==> src/rtl/serial_subtractor_if.sv <==
// Operand/result handshake bundle for the bit-serial subtractor.
// The design receives operands on the slave side and presents the result there.
interface serial_subtractor_if #(
    parameter int BITWIDTH = 8
);
    logic                iValid;
    logic                oReady;
    logic [BITWIDTH-1:0] iData0;
    logic [BITWIDTH-1:0] iData1;
    logic                oValid;
    logic                iReady;
    logic [BITWIDTH:0]   oData;

    modport slave (
        input  iValid, iData0, iData1, iReady,
        output oReady, oValid, oData
    );

    modport master (
        output iValid, iData0, iData1, iReady,
        input  oReady, oValid, oData
    );
endinterface

==> src/rtl/serial_subtractor.sv <==
// Bit-serial iData0 - iData1, LSB first, one full-subtractor cell per enabled cycle.
// The result is BITWIDTH+1 bits wide; the top bit is the final borrow, which is the sign.
module serial_subtractor #(
    parameter int BITWIDTH = 8
) (
    input  logic                 iClk,
    input  logic                 iRst,
    input  logic                 iEn,
    input  logic                 iClr,
    serial_subtractor_if.slave   bus
);
    localparam int CW = $clog2(BITWIDTH + 1);

    typedef enum logic [1:0] {IDLE, RUN, DONE} state_t;

    state_t              state_q, state_d;
    logic [CW-1:0]       cnt_q, cnt_d;
    logic                borrow_q, borrow_d;
    logic [BITWIDTH-1:0] a_q, a_d;
    logic [BITWIDTH-1:0] b_q, b_d;
    logic [BITWIDTH-1:0] res_q, res_d;
    logic [BITWIDTH:0]   data_q, data_d;

    logic                diff;
    logic                borrow_nxt;
    logic [BITWIDTH:0]   res_shift;

    assign diff       = a_q[0] ^ b_q[0] ^ borrow_q;
    assign borrow_nxt = (~a_q[0] & b_q[0]) | (~(a_q[0] ^ b_q[0]) & borrow_q);
    // New bit enters from the MSB side so bit 0 ends at the LSB after BITWIDTH shifts.
    assign res_shift  = {diff, res_q};

    always_comb begin
        state_d  = state_q;
        cnt_d    = cnt_q;
        borrow_d = borrow_q;
        a_d      = a_q;
        b_d      = b_q;
        res_d    = res_q;
        data_d   = data_q;
        if (iClr) begin
            state_d  = IDLE;
            cnt_d    = '0;
            borrow_d = 1'b0;
            a_d      = '0;
            b_d      = '0;
            res_d    = '0;
            data_d   = '0;
        end else if (iEn) begin
            case (state_q)
                IDLE: begin
                    if (bus.iValid) begin
                        a_d      = bus.iData0;
                        b_d      = bus.iData1;
                        borrow_d = 1'b0;
                        cnt_d    = '0;
                        state_d  = RUN;
                    end
                end
                RUN: begin
                    res_d    = res_shift[BITWIDTH:1];
                    a_d      = a_q >> 1;
                    b_d      = b_q >> 1;
                    borrow_d = borrow_nxt;
                    cnt_d    = cnt_q + CW'(1);
                    if (cnt_q == CW'(BITWIDTH - 1)) begin
                        data_d  = {borrow_nxt, res_shift[BITWIDTH:1]};
                        state_d = DONE;
                    end
                end
                DONE: begin
                    if (bus.iReady) state_d = IDLE;
                end
                default: state_d = IDLE;
            endcase
        end
    end

    always_ff @(posedge iClk or posedge iRst) begin
        if (iRst) begin
            state_q  <= IDLE;
            cnt_q    <= '0;
            borrow_q <= 1'b0;
            a_q      <= '0;
            b_q      <= '0;
            res_q    <= '0;
            data_q   <= '0;
        end else begin
            state_q  <= state_d;
            cnt_q    <= cnt_d;
            borrow_q <= borrow_d;
            a_q      <= a_d;
            b_q      <= b_d;
            res_q    <= res_d;
            data_q   <= data_d;
        end
    end

    // Gated by iRst so ready falls the moment reset asserts, not at the next edge.
    assign bus.oReady = (state_q == IDLE) & iEn & ~iRst;
    assign bus.oValid = (state_q == DONE);
    assign bus.oData  = data_q;
endmodule

==> src/flat_wrapper.sv <==
// flat-port wrapper written by rule: the top's interface ports become plain ports
module serial_subtractor_flat 
#(
    parameter int BITWIDTH = 8
)
  (iClk, iRst, iEn, iClr, bus_iValid, bus_iData0, bus_iData1, bus_iReady, bus_oReady, bus_oValid, bus_oData);
  serial_subtractor_if #(.BITWIDTH(BITWIDTH)) bus_i ();
  input  logic iClk;
  input  logic iRst;
  input  logic iEn;
  input  logic iClr;
  input wire logic [$bits(bus_i.iValid)-1:0] bus_iValid;
  input wire logic [$bits(bus_i.iData0)-1:0] bus_iData0;
  input wire logic [$bits(bus_i.iData1)-1:0] bus_iData1;
  input wire logic [$bits(bus_i.iReady)-1:0] bus_iReady;
  output wire logic [$bits(bus_i.oReady)-1:0] bus_oReady;
  output wire logic [$bits(bus_i.oValid)-1:0] bus_oValid;
  output wire logic [$bits(bus_i.oData)-1:0] bus_oData;
  assign bus_i.iValid = bus_iValid;
  assign bus_i.iData0 = bus_iData0;
  assign bus_i.iData1 = bus_iData1;
  assign bus_i.iReady = bus_iReady;
  assign bus_oReady = bus_i.oReady;
  assign bus_oValid = bus_i.oValid;
  assign bus_oData = bus_i.oData;
  serial_subtractor #(.BITWIDTH(BITWIDTH)) u_core (.iClk(iClk), .iRst(iRst), .iEn(iEn), .iClr(iClr), .bus(bus_i));
endmodule
==> config.mk <==
export PLATFORM = sky130hd
export DESIGN_NAME = serial_subtractor_flat
export DESIGN_NICKNAME = d
export VERILOG_FILES = /design/src/rtl/serial_subtractor_if.sv /design/src/rtl/serial_subtractor.sv /design/src/flat_wrapper.sv
export SDC_FILE = /design/constraint.sdc
export NUM_CORES = 1
export LEC_CHECK = 0
export ABC_AREA = 1
export CAP_MARGIN = 25
export CORE_AREA = 3 3 66 68
export DETAILED_ROUTE_END_ITERATION = 8
export DIE_AREA = 0 0 69 71
export MAX_ROUTING_LAYER = met4
export PLACE_DENSITY = 0.73
export SYNTH_ARGS = -nofsm -noshare
export SYNTH_HDL_FRONTEND = slang
export SYNTH_SLANG_ARGS = --single-unit
export TNS_END_PERCENT = 1
==> constraint.sdc <==
create_clock -name iClk -period 1.55 [get_ports iClk]
set_clock_uncertainty 0.15 [all_clocks]
set_input_delay 0.31 -clock iClk [delete_from_list [all_inputs] [get_ports iClk]]
set_output_delay 0.31 -clock iClk [all_outputs]
set_load 0.01 [all_outputs]
==> impl_results.md, run 1 <==
* First-pass GRT wire length at 7280 µm
* Most common cell after layout, fill and taps aside: nand2_1
* Worst path required time at 1.09 ns
* # setup viols final at 2
* Iter 0 DRT Violations at 144
* CTS Sinks at 39
* Final max-slew violation count at 0
* Die Width at 69 µm
* RSZ-0062 raised after global routing: true
* Share of cells above drive strength 1 at 20.1%
* Max stage delay on crit path at 0.40 ns
* Fin. Hold Viols at 0
* CTS H-tree depth at 2
* Total GRT Usage at 18.7%
* Setup Fix Bufs, Post-CTS at 0
* Core area at 3910 µm²
* Critical Path Start Type: flop
* Worst VDD drop at 0.800 mV
* Worst-Skew Late Latency at 0.29 ns
* Critical path fanouts, max at 2
* Clock buffer depth at 2
* RR Startpoint: u_core.state_q[1]
* Outcome: finished, violations left
* Post-CTS Hold Fix Bufs at 0
* Critical-path cell list: nor2_2 -> inv_2 -> nor3_2 -> buf_2
* Remaining DRCs at 0
* Pre-Repair DR Iteration Count at 4
* Post-route setup slack at -0.0347 ns
* Critical path type: flop to output pin
* Clk Tree Root Cell: clkbuf_8
* Vias in the first global route at 1658
* Rel. slew slack at 85.6%
* Post-DP HPWL at between 2000 and 3000 µm
* Failing checks: setup timing
* Synth warn at 0
* Finished Core Util at between 60 and 70%
* Total CTS buffers at 5
* Syn avg cell area at 7.64 µm²
* Arr. time, crit path at 1.12 ns
* PortBufs at 32
* Worst Setup SP: u_core.state_q[1]
* Initial Utilization at 50.8%
* Vias per cell at roughly 4.8
* Area growth syn-to-layout at 35.7%
* Die ar. at 4900 µm²
* CP max-delay cell: dfrtp_1
* Clock Pin Slew Worst Setup and Hold Paths at about 0.080 ns
* Filler cell count at ~340
* Die height at 71 µm
* Final min period at 1.58 ns
* Setup slack, reg-to-reg at -0.01 ns
* Highest-count cells in the layout ignoring fill and taps: 141 x nand2_1, 39 x dfrtp_1, 20 x clkdlybuf4s50_1, 17 x buf_4, 15 x nor2_1
* RD Place Congestion at 0.854
* Crit path capture type: output pin
* FP Rows at 23
* Seq/Total Area, Yosys at between 40% and 50%
* Post-Syn Area at 1990 µm²
* WL/cell at 11.1 µm
* Worst R2R Path Depth at 10
* Total number of vias at 1759
* Period utilization at 102%
* CTS tree: done
* Routed wire length at 4080 µm
* Final net count at 341
* I/O pin count at 33
* Footprint of the multi-input gates at 902 µm²
* FF+latch area at around 1000 µm²
* Worst setup path endpoint: bus_oReady
* Post-synth net total at 284
* Leak pwr at 1.46 nW
* Max Cap Violations at 0
* Worst-Margin Slew at 0.217 ns
* Hold slack at 0.260 ns
* Gate Count Post-Synth at 260
* Worst hold path class: primary input to asynchronous set/reset pin
* Pwr Density at 1310 nW/µm²
* Ant. Diodes at 0
* Post-DRT Antenna Nets at 0
* Yosys reg bits at 39
* Fmax at 631 MHz
* Worst reg2reg endpoint: u_core.res_q[6]
* Largest net degree at the start of global routing at 40
* GRT Residual Overflow at 0
* Post-synth cell types at 23
* Initial antenna violation count at 0
## power by group
group | switching [mW] | internal, mW | total (mW)
Combinational | 0.769 | 0.681 | 1.45
Clock | 0.373 | 0.313 | 0.686
Sequential | 0.134 | 1.27 | 1.41
Total | 1.28 | 2.27 | 3.54
## registers in the layout, indices dropped and copies added (netlist names)
| signal | count |
|---|---|
| u_core.a_q | 8 |
| u_core.res_q | 7 |
| u_core.state_q | 2 |
| u_core.borrow_q | 1 |
| u_core.b_q | 8 |
| u_core.cnt_q | 4 |
| u_core.bus.oData | 9 |
## synthesized netlist by cell type
cell	n	area share (%)
buf_4	4	1.5
nand2_4	1	0.57
o21ai_0	2	0.50
nand2_1	142	27
nor3_1	1	0.25
nand2_8	1	1.0
ha_1	1	0.63
nand4_1	2	0.63
buf_2	1	0.25
nor2_4	1	0.57
o21ai_2	8	3.5
inv_2	5	0.94
inv_1	17	3.2
nand3_4	1	0.88
dfrtp_1	39	49
fa_1	1	1.0
o21ai_1	5	1.3
nand3_1	5	1.3
buf_8	1	0.76
buf_6	2	1.1
or2_2	1	0.32
nor2_1	17	3.2
nand2_2	2	0.63
## cell families after synthesis
family / Yosys count / share of synthesized area [%]
AND/OR/NAND/NOR: 174 / 36.1
AO/OA/AOI/OAI: 15 / 5.29
flip-flops: 39 / 49.1
adder cells (fa/ha/maj): 2 / 1.64
buffers and inverters: 30 / 7.81
## through the flow
stage	TNS (ns)	instances	power [mW]	area (µm²)	setup WS, ns
after global placement	-7.94	358	2.75	2530	-0.436
after floorplan	0	260	2.19	1990	0.156
after detailed placement	-8.59	358	2.80	2530	-0.462
after global routing	-2.23	368	3.81	2700	-0.115
after CTS	-0.463	366	3.48	2610	-0.0798
final	-0.0434	368	3.54	2700	-0.0347
## timing repair
action / 4_1_cts / 5_1_grt
cloned: 0 / 2
resized for setup: 21 / 17
setup endpoints to repair: 35 / 40
pin swaps: 1 / 2
## worst max-delay path: cells and delay by family (launching register included)
| kind | cells | cell delay (ns) |
|---|---|---|
| buffers and inverters | 2 | 0.20 |
| flip-flops | 1 | 0.40 |
| AND/OR/NAND/NOR | 2 | 0.23 |
## final cells by class
class	count	area share, %
Tap cell	50	2.32
Timing Repair Buffer	57	21.2
Multi-Input combinational cell	192	33.5
Sequential cell	39	36.2
Clock inverter	3	0.742
Clock buffer	5	2.55
Inverter	22	3.53
## routing by layer
metal / GRT usage [%] / part of all wire [%] / vias to the layer above
li1: - / - / 903
met1: 22.7 / 44 / 812
met2: 30.8 / 50 / 39
met3: 4.26 / 4.5 / 5
met4: 6.51 / 1.4 / 0
met5: - / 0 / -
## how the worst min path moves through the flow
stage | start | end | slack, ns | cells past startpoint
finish | iRst | u_core.state_q[0] | 0.26 | 3
global route | iRst | u_core.state_q[0] | 0.29 | 3
CTS | iRst | u_core.bus.oData[0] | 0.26 | 3
detailed placement | u_core.bus.oData[3] | u_core.bus.oData[3] | 0.31 | 2
global placement | u_core.bus.oData[7] | u_core.bus.oData[7] | 0.31 | 2
floorplan | u_core.a_q[1] | u_core.a_q[1] | 0.30 | 2
No activity file was read; power rests on OpenSTA's default activity.
==> inputs of run 2 (changes only) <==
--- a/config.mk
+++ b/config.mk
@@ -7,9 +7,9 @@
 export LEC_CHECK = 0
 export ABC_AREA = 1
 export CAP_MARGIN = 25
-export CORE_AREA = 3 3 66 68
+export CORE_AREA = 4 4 67 69
 export DETAILED_ROUTE_END_ITERATION = 8
-export DIE_AREA = 0 0 69 71
+export DIE_AREA = 0 0 71 73
 export MAX_ROUTING_LAYER = met4
 export PLACE_DENSITY = 0.73
 export SYNTH_ARGS = -nofsm -noshare
==> run 2 against run 1 <==
  * The run still ends with setup timing left
  * Worst setup slack lost 0.020 ns
  * Final cell count shrank 1.1%
  * Core utilization shrank 2.4 points
  * Critical endpoint unchanged
==> impl_results.md, run 2 (same netlist as run 1, synthesis figures left out) <==
* Outcome: finished, violations left
* Failing checks: setup timing
* Total number of vias at between 1500 and 2000
* Highest-count cells in the layout ignoring fill and taps: 140 x nand2_1, 39 x dfrtp_1, 21 x clkdlybuf4s50_1, 16 x buf_4, 15 x inv_1
* Die Width at 71 µm
* Filler cell count at 362
* I/O pin count at 33
* Fin area at ~2600 µm²
* Total GRT Usage at 17.0%
* Comb pwr share at a little under two fifths
* Worst hold path class: primary input to asynchronous set/reset pin
* Area growth syn-to-layout at 30.9%
* Iter 0 DRT Violations at 69
* Rel. slew slack at 86.0%
* Pre-Repair DR Iteration Count at 4
* Final min period at 1.60 ns
* Vias per cell at 4.63
* Setup slack, reg-to-reg at 0.05 ns
* Clock buffer depth at 2
* RR Startpoint: u_core.state_q[1]
* Clock network power share at between 20% and 30%
* Core area at between 3000 and 4000 µm²
* Setup Slack @ Placement at -0.463 ns
* PortBufs at 32
* Initial antenna violation count at 0
* Die ar. at 5180 µm²
* Ant. Diodes at 0
* Final net count at 337
* Worst reg2reg endpoint: u_core.bus.oData[5]
* Routed wire length at 3840 µm
* CTS tree: done
* Max reg flops at 9
* First-pass GRT wire length at between 6000 and 7000 µm
* Max Cap Violations at 0
* Max stage delay on crit path at 0.40 ns
* Post-DRT Antenna Nets at 0
* CTS Sinks at 39
* Sequential Power Share at 41.5%
* Worst-Skew Late Latency at 0.29 ns
* RD Place Congestion at just under 0.8
* Most common cell after layout, fill and taps aside: nand2_1
* Final max-slew violation count at 0
* Clock Pin Slew Worst Setup and Hold Paths at 0.08 ns
* Critical Path Start Type: flop
* # setup viols final at 1
* Switch Pwr at 1.21 mW
* CP max-delay cell: dfrtp_1
* FP Rows at 23
* Die height at approximately 73 µm
* Clk Tree Root Cell: clkbuf_8
* Pwr Density at 1300 nW/µm²
* Leak pwr at 1.41 nW
* Post-placement cell area at about 2500 µm²
* Critical-path cell list: nor2_2 -> inv_2 -> nor3_2 -> buf_2
* Initial Utilization at 50.8%
* Post-route setup slack at -0.0544 ns
* Worst R2R Path Depth at 10
* Largest net degree at the start of global routing at 40
* Share of cells above drive strength 1 at 19.4%
* Total CTS buffers at 5
* Vias in the first global route at 1639
* Critical path type: flop to output pin
* Sw frac at between 30% and 40%
* WL/cell at 10.5 µm
* Period utilization at 104%
* Remaining DRCs at 0
* Worst-Margin Slew at roughly 0.21 ns
* CTS H-tree depth at 2
* Int Power at ~2.2 mW
* Critical path fanouts, max at 2
* Fin. Hold Viols at 0
* Fmax at 623 MHz
* Worst VDD drop at between 0.8 and 0.9 mV
* Post-DP HPWL at 2850 µm
* Arr. time, crit path at ~1.1 ns
* Worst path required time at between 1 and 1.5 ns
* RSZ-0062 raised after global routing: true
* Crit path capture type: output pin
* GRT Residual Overflow at 0
-- run 2: cell count changes in the layout (fill, tap and decap cells not counted), sizes merged --
cell and change:
inv +1, clkdlybuf4s50 +1, nand2 -1, buf -2, clkinv -1, clkbuf -1
dlymetal6s2s -1
-- run 2: critical path: cells and delay by family (launching register included) --
| family | cells | cell delay (ns) |
|---|---|---|
| AND/OR/NAND/NOR | 2 | 0.25 |
| buffers and inverters | 2 | 0.20 |
| flip-flops | 1 | 0.40 |
-- run 2: routing by layer --
layer	wire, µm	GRT usage [%]	vias to the layer above
met1	1700	20.3	752
met5	0	-	-
li1	-	-	894
met2	1910	28.4	34
met4	57	5.43	0
met3	166	4.13	5
-- run 2: how the worst max path moves through the flow --
stage / from / slack (ns) / to / depth (start not counted)
after floorplan: u_core.cnt_q[0] / 0.16 / u_core.bus.oData[0] / 9
after global placement: iEn / -0.44 / bus_oReady / 4
after detailed placement: iEn / -0.46 / bus_oReady / 4
after CTS: u_core.state_q[1] / -0.09 / bus_oValid / 4
after global routing: u_core.state_q[1] / -0.14 / bus_oReady / 4
final: u_core.state_q[1] / -0.05 / bus_oReady / 4
-- run 2: power groups by stage --
stage	sequential, mW	clock, mW	combinational, mW
finish	1.40	0.680	1.30
global route	1.44	0.750	1.48
CTS	1.40	0.702	1.28
detailed placement	1.41	0	1.31
global placement	1.40	0	1.29
floorplan	1.43	0	0.762
-- run 2: final cells by class --
cell class	instances	area, µm²	area share [%]
Multi-Input combinational cell	191	876	33.7
Sequential cell	39	976	37.5
Timing Repair Buffer	54	513	19.7
Clock buffer	5	68.8	2.65
Tap cell	50	62.6	2.41
Clock inverter	3	20.0	0.770
Inverter	22	85.1	3.27
-- run 2: timing repair --
item	4_1_cts	5_1_grt
pin swaps	0	0
gates cloned	0	0
setup buffers	0	0
endpoints found under the setup margin	11	32
gates resized for setup	17	14
hold buffers	0	0
-- run 2: per-stage QoR --
step | utilization (%) | instances | setup TNS [ns] | total power [mW] | hold slack, ns
after floorplan | - | 260 | 0 | 2.19 | 0.299
final | 66.5 | 364 | -0.0544 | 3.38 | 0.271
after global placement | 63.9 | 356 | -7.99 | 2.69 | 0.312
after CTS | 65.8 | 364 | -0.176 | 3.39 | 0.243
after global routing | 66.5 | 364 | -0.540 | 3.67 | 0.306
after detailed placement | 63.9 | 356 | -8.64 | 2.73 | 0.314
==> edit, RTL diff (flow settings as in run 2) <==
Encoding of `state_t`: now one-hot (3 bits for 3 states).
--- a/src/rtl/serial_subtractor.sv
+++ b/src/rtl/serial_subtractor.sv
@@ -11,7 +11,7 @@
 );
     localparam int CW = $clog2(BITWIDTH + 1);
 
-    typedef enum logic [1:0] {IDLE, RUN, DONE} state_t;
+    typedef enum logic [2:0] {IDLE = 3'b001, RUN = 3'b010, DONE = 3'b100} state_t;
 
     state_t              state_q, state_d;
     logic [CW-1:0]       cnt_q, cnt_d;
Function: same outputs for any inputs over 10 cycles, from zero or initial values and one cycle with iRst high; not proved beyond that.
==> edit against run 2 <==
The run still ends with setup timing left; register-to-register slack worse by 0.14 ns; setup slack lost 0.033 ns; synthesized area grew 4.2%; sequential share of layout area up 0.28 points; final area is 1.9% higher; routed wire length increased by 6.1%; cell count rose by 3.6%; total power rose by 3.8%; combinational power rose by 6%; sequential cell count rose by 1.
==> edit: results (changes against run 2) <==
Arr. time, crit path - 1.67 ns (+0.53 ns)
Area of the multi-input gates - 946 µm² (+8.0%)
First-pass GRT wire length - 7450 µm (+9.7%)
Syn_nets - 298 (+4.9%)
Layout Nets - 351 (+4.2%)
Layout cells sized above 1 - 0.165 (-0.0291)
Number of global-route vias before repair - 1727 (+5.4%)
Failing checks - setup timing
Status - complete, but fails checks
Critical-path top delay cell - dfstp_2
Top post-synthesis cells by area - dfrtp_1 47%, nand2_1 25%, nand3_1 5.1%
Register area - 1000 µm² (+2.7%)
Commonest cells in the synthesized netlist - 136 x nand2_1, 39 x dfrtp_1, 23 x nor2_1
Worst path max stage delay - 0.56 ns (+0.16 ns)
Worst-path maximum fanout - 4 (+2)
Total track usage - 0.183 (+0.0134)
Logic inverters - 20 (-9.1%)
Final Worst Setup Slack - -0.0876 ns (-0.0333 ns)
Setup violators final - 36 (+35)
Drt initial violations - 66 (-4.3%)
Reg2Reg Depth - 9 (-1)
Unique masters post-synth - 25 (+8.7%)
Hold endpoint - u_core.bus.oData[4]
Final core utilization - 0.677 (+0.0128)
NonClk Buf Share - 0.181 (-0.0165)
Slew headroom - 0.671 (-0.189)
Max VDD drop - 0.666 mV (-23%)
Largest net degree at the start of global routing - 41 (+2.5%)
R2r endpoint - u_core.state_q[1]
R2R Path Start - u_core.state_q[0]
Clock buf/inv share - 0.0293 (-0.00489)
Routed wire length - 4070 µm (+6.1%)
Leakage power - 1.46 nW (+3.8%)
Detail-routed via count per cell - 4.65 (+0.45%)
Post-Place Cells - 368 (+3.4%)
Global placement routability congestion - 0.811 (+4.4%)
DP Area - 2540 µm² (+1.6%)
Mean post-synth cell area - 7.55 µm² (-1.2%)
Clock buffer count - 6 (+1)
Sequential cells - 40 (+2.6%)
Setup TNS - -1.50 ns (-1.44 ns)
==> edit: changes by cell type after synthesis, moves of 3 or more <==
cell / before / now
nand2_1: 142 / 136
nand3_1: 5 / 21
nor2_1: 17 / 23
nor2_4: 1 / 4
o21ai_2: 8 / 1
==> edit: what timing repair did <==
item,4_1_cts,5_1_grt
resized for setup,23,2
pin swaps,3,0
buffers inserted,1,0
gates cloned,1,0
setup endpoints to repair,46,42
==> edit: layer usage <==
| layer | vias to the layer above | share of wire | track usage |
|---|---|---|---|
| met4 | 0 | 0.014 | 0.0647 |
| met5 | - | 0 | - |
| met1 | 782 | 0.46 | 0.207 |
| met3 | 4 | 0.038 | 0.0248 |
| li1 | 937 | - | - |
| met2 | 30 | 0.49 | 0.333 |
==> edit: stage by stage <==
step	hold slack [ns]	power (W)
2_1_floorplan	0.143	0.00243
3_3_place_gp	0.303	0.00281
3_5_place_dp	0.308	0.00283
4_1_cts	0.322	0.00353
5_1_grt	0.352	0.00380
6_report	0.314	0.00351
==> edit: tightest hold or removal path: stages, from the launching register on <==
cell	delay, ns
dfrtp_1	0.34
nand2_1	0.05
nand2_1	0.04
==> edit: cell families after synthesis <==
kind of cell | synth area share
compound gates | 0.0187
xor+xnor | 0.00423
fa+ha+maj | 0.0157
buf+inv | 0.0731
flops | 0.484
simple gates | 0.404
==> edit: how the worst max path moves through the flow <==
stage                   endpoint  cells past startpoint
2_1_floorplan         bus_oReady                      3
4_1_cts        u_core.state_q[1]                      9
6_report       u_core.state_q[1]                      9
3_5_place_dp       u_core.a_q[7]                      7
3_3_place_gp       u_core.a_q[2]                      7
5_1_grt        u_core.state_q[1]                      9
==> edit: where the power goes <==
part           internal (W)  switching (W)
Combinational      0.000557       0.000819
Sequential          0.00134       0.000151
Clock              0.000306       0.000334
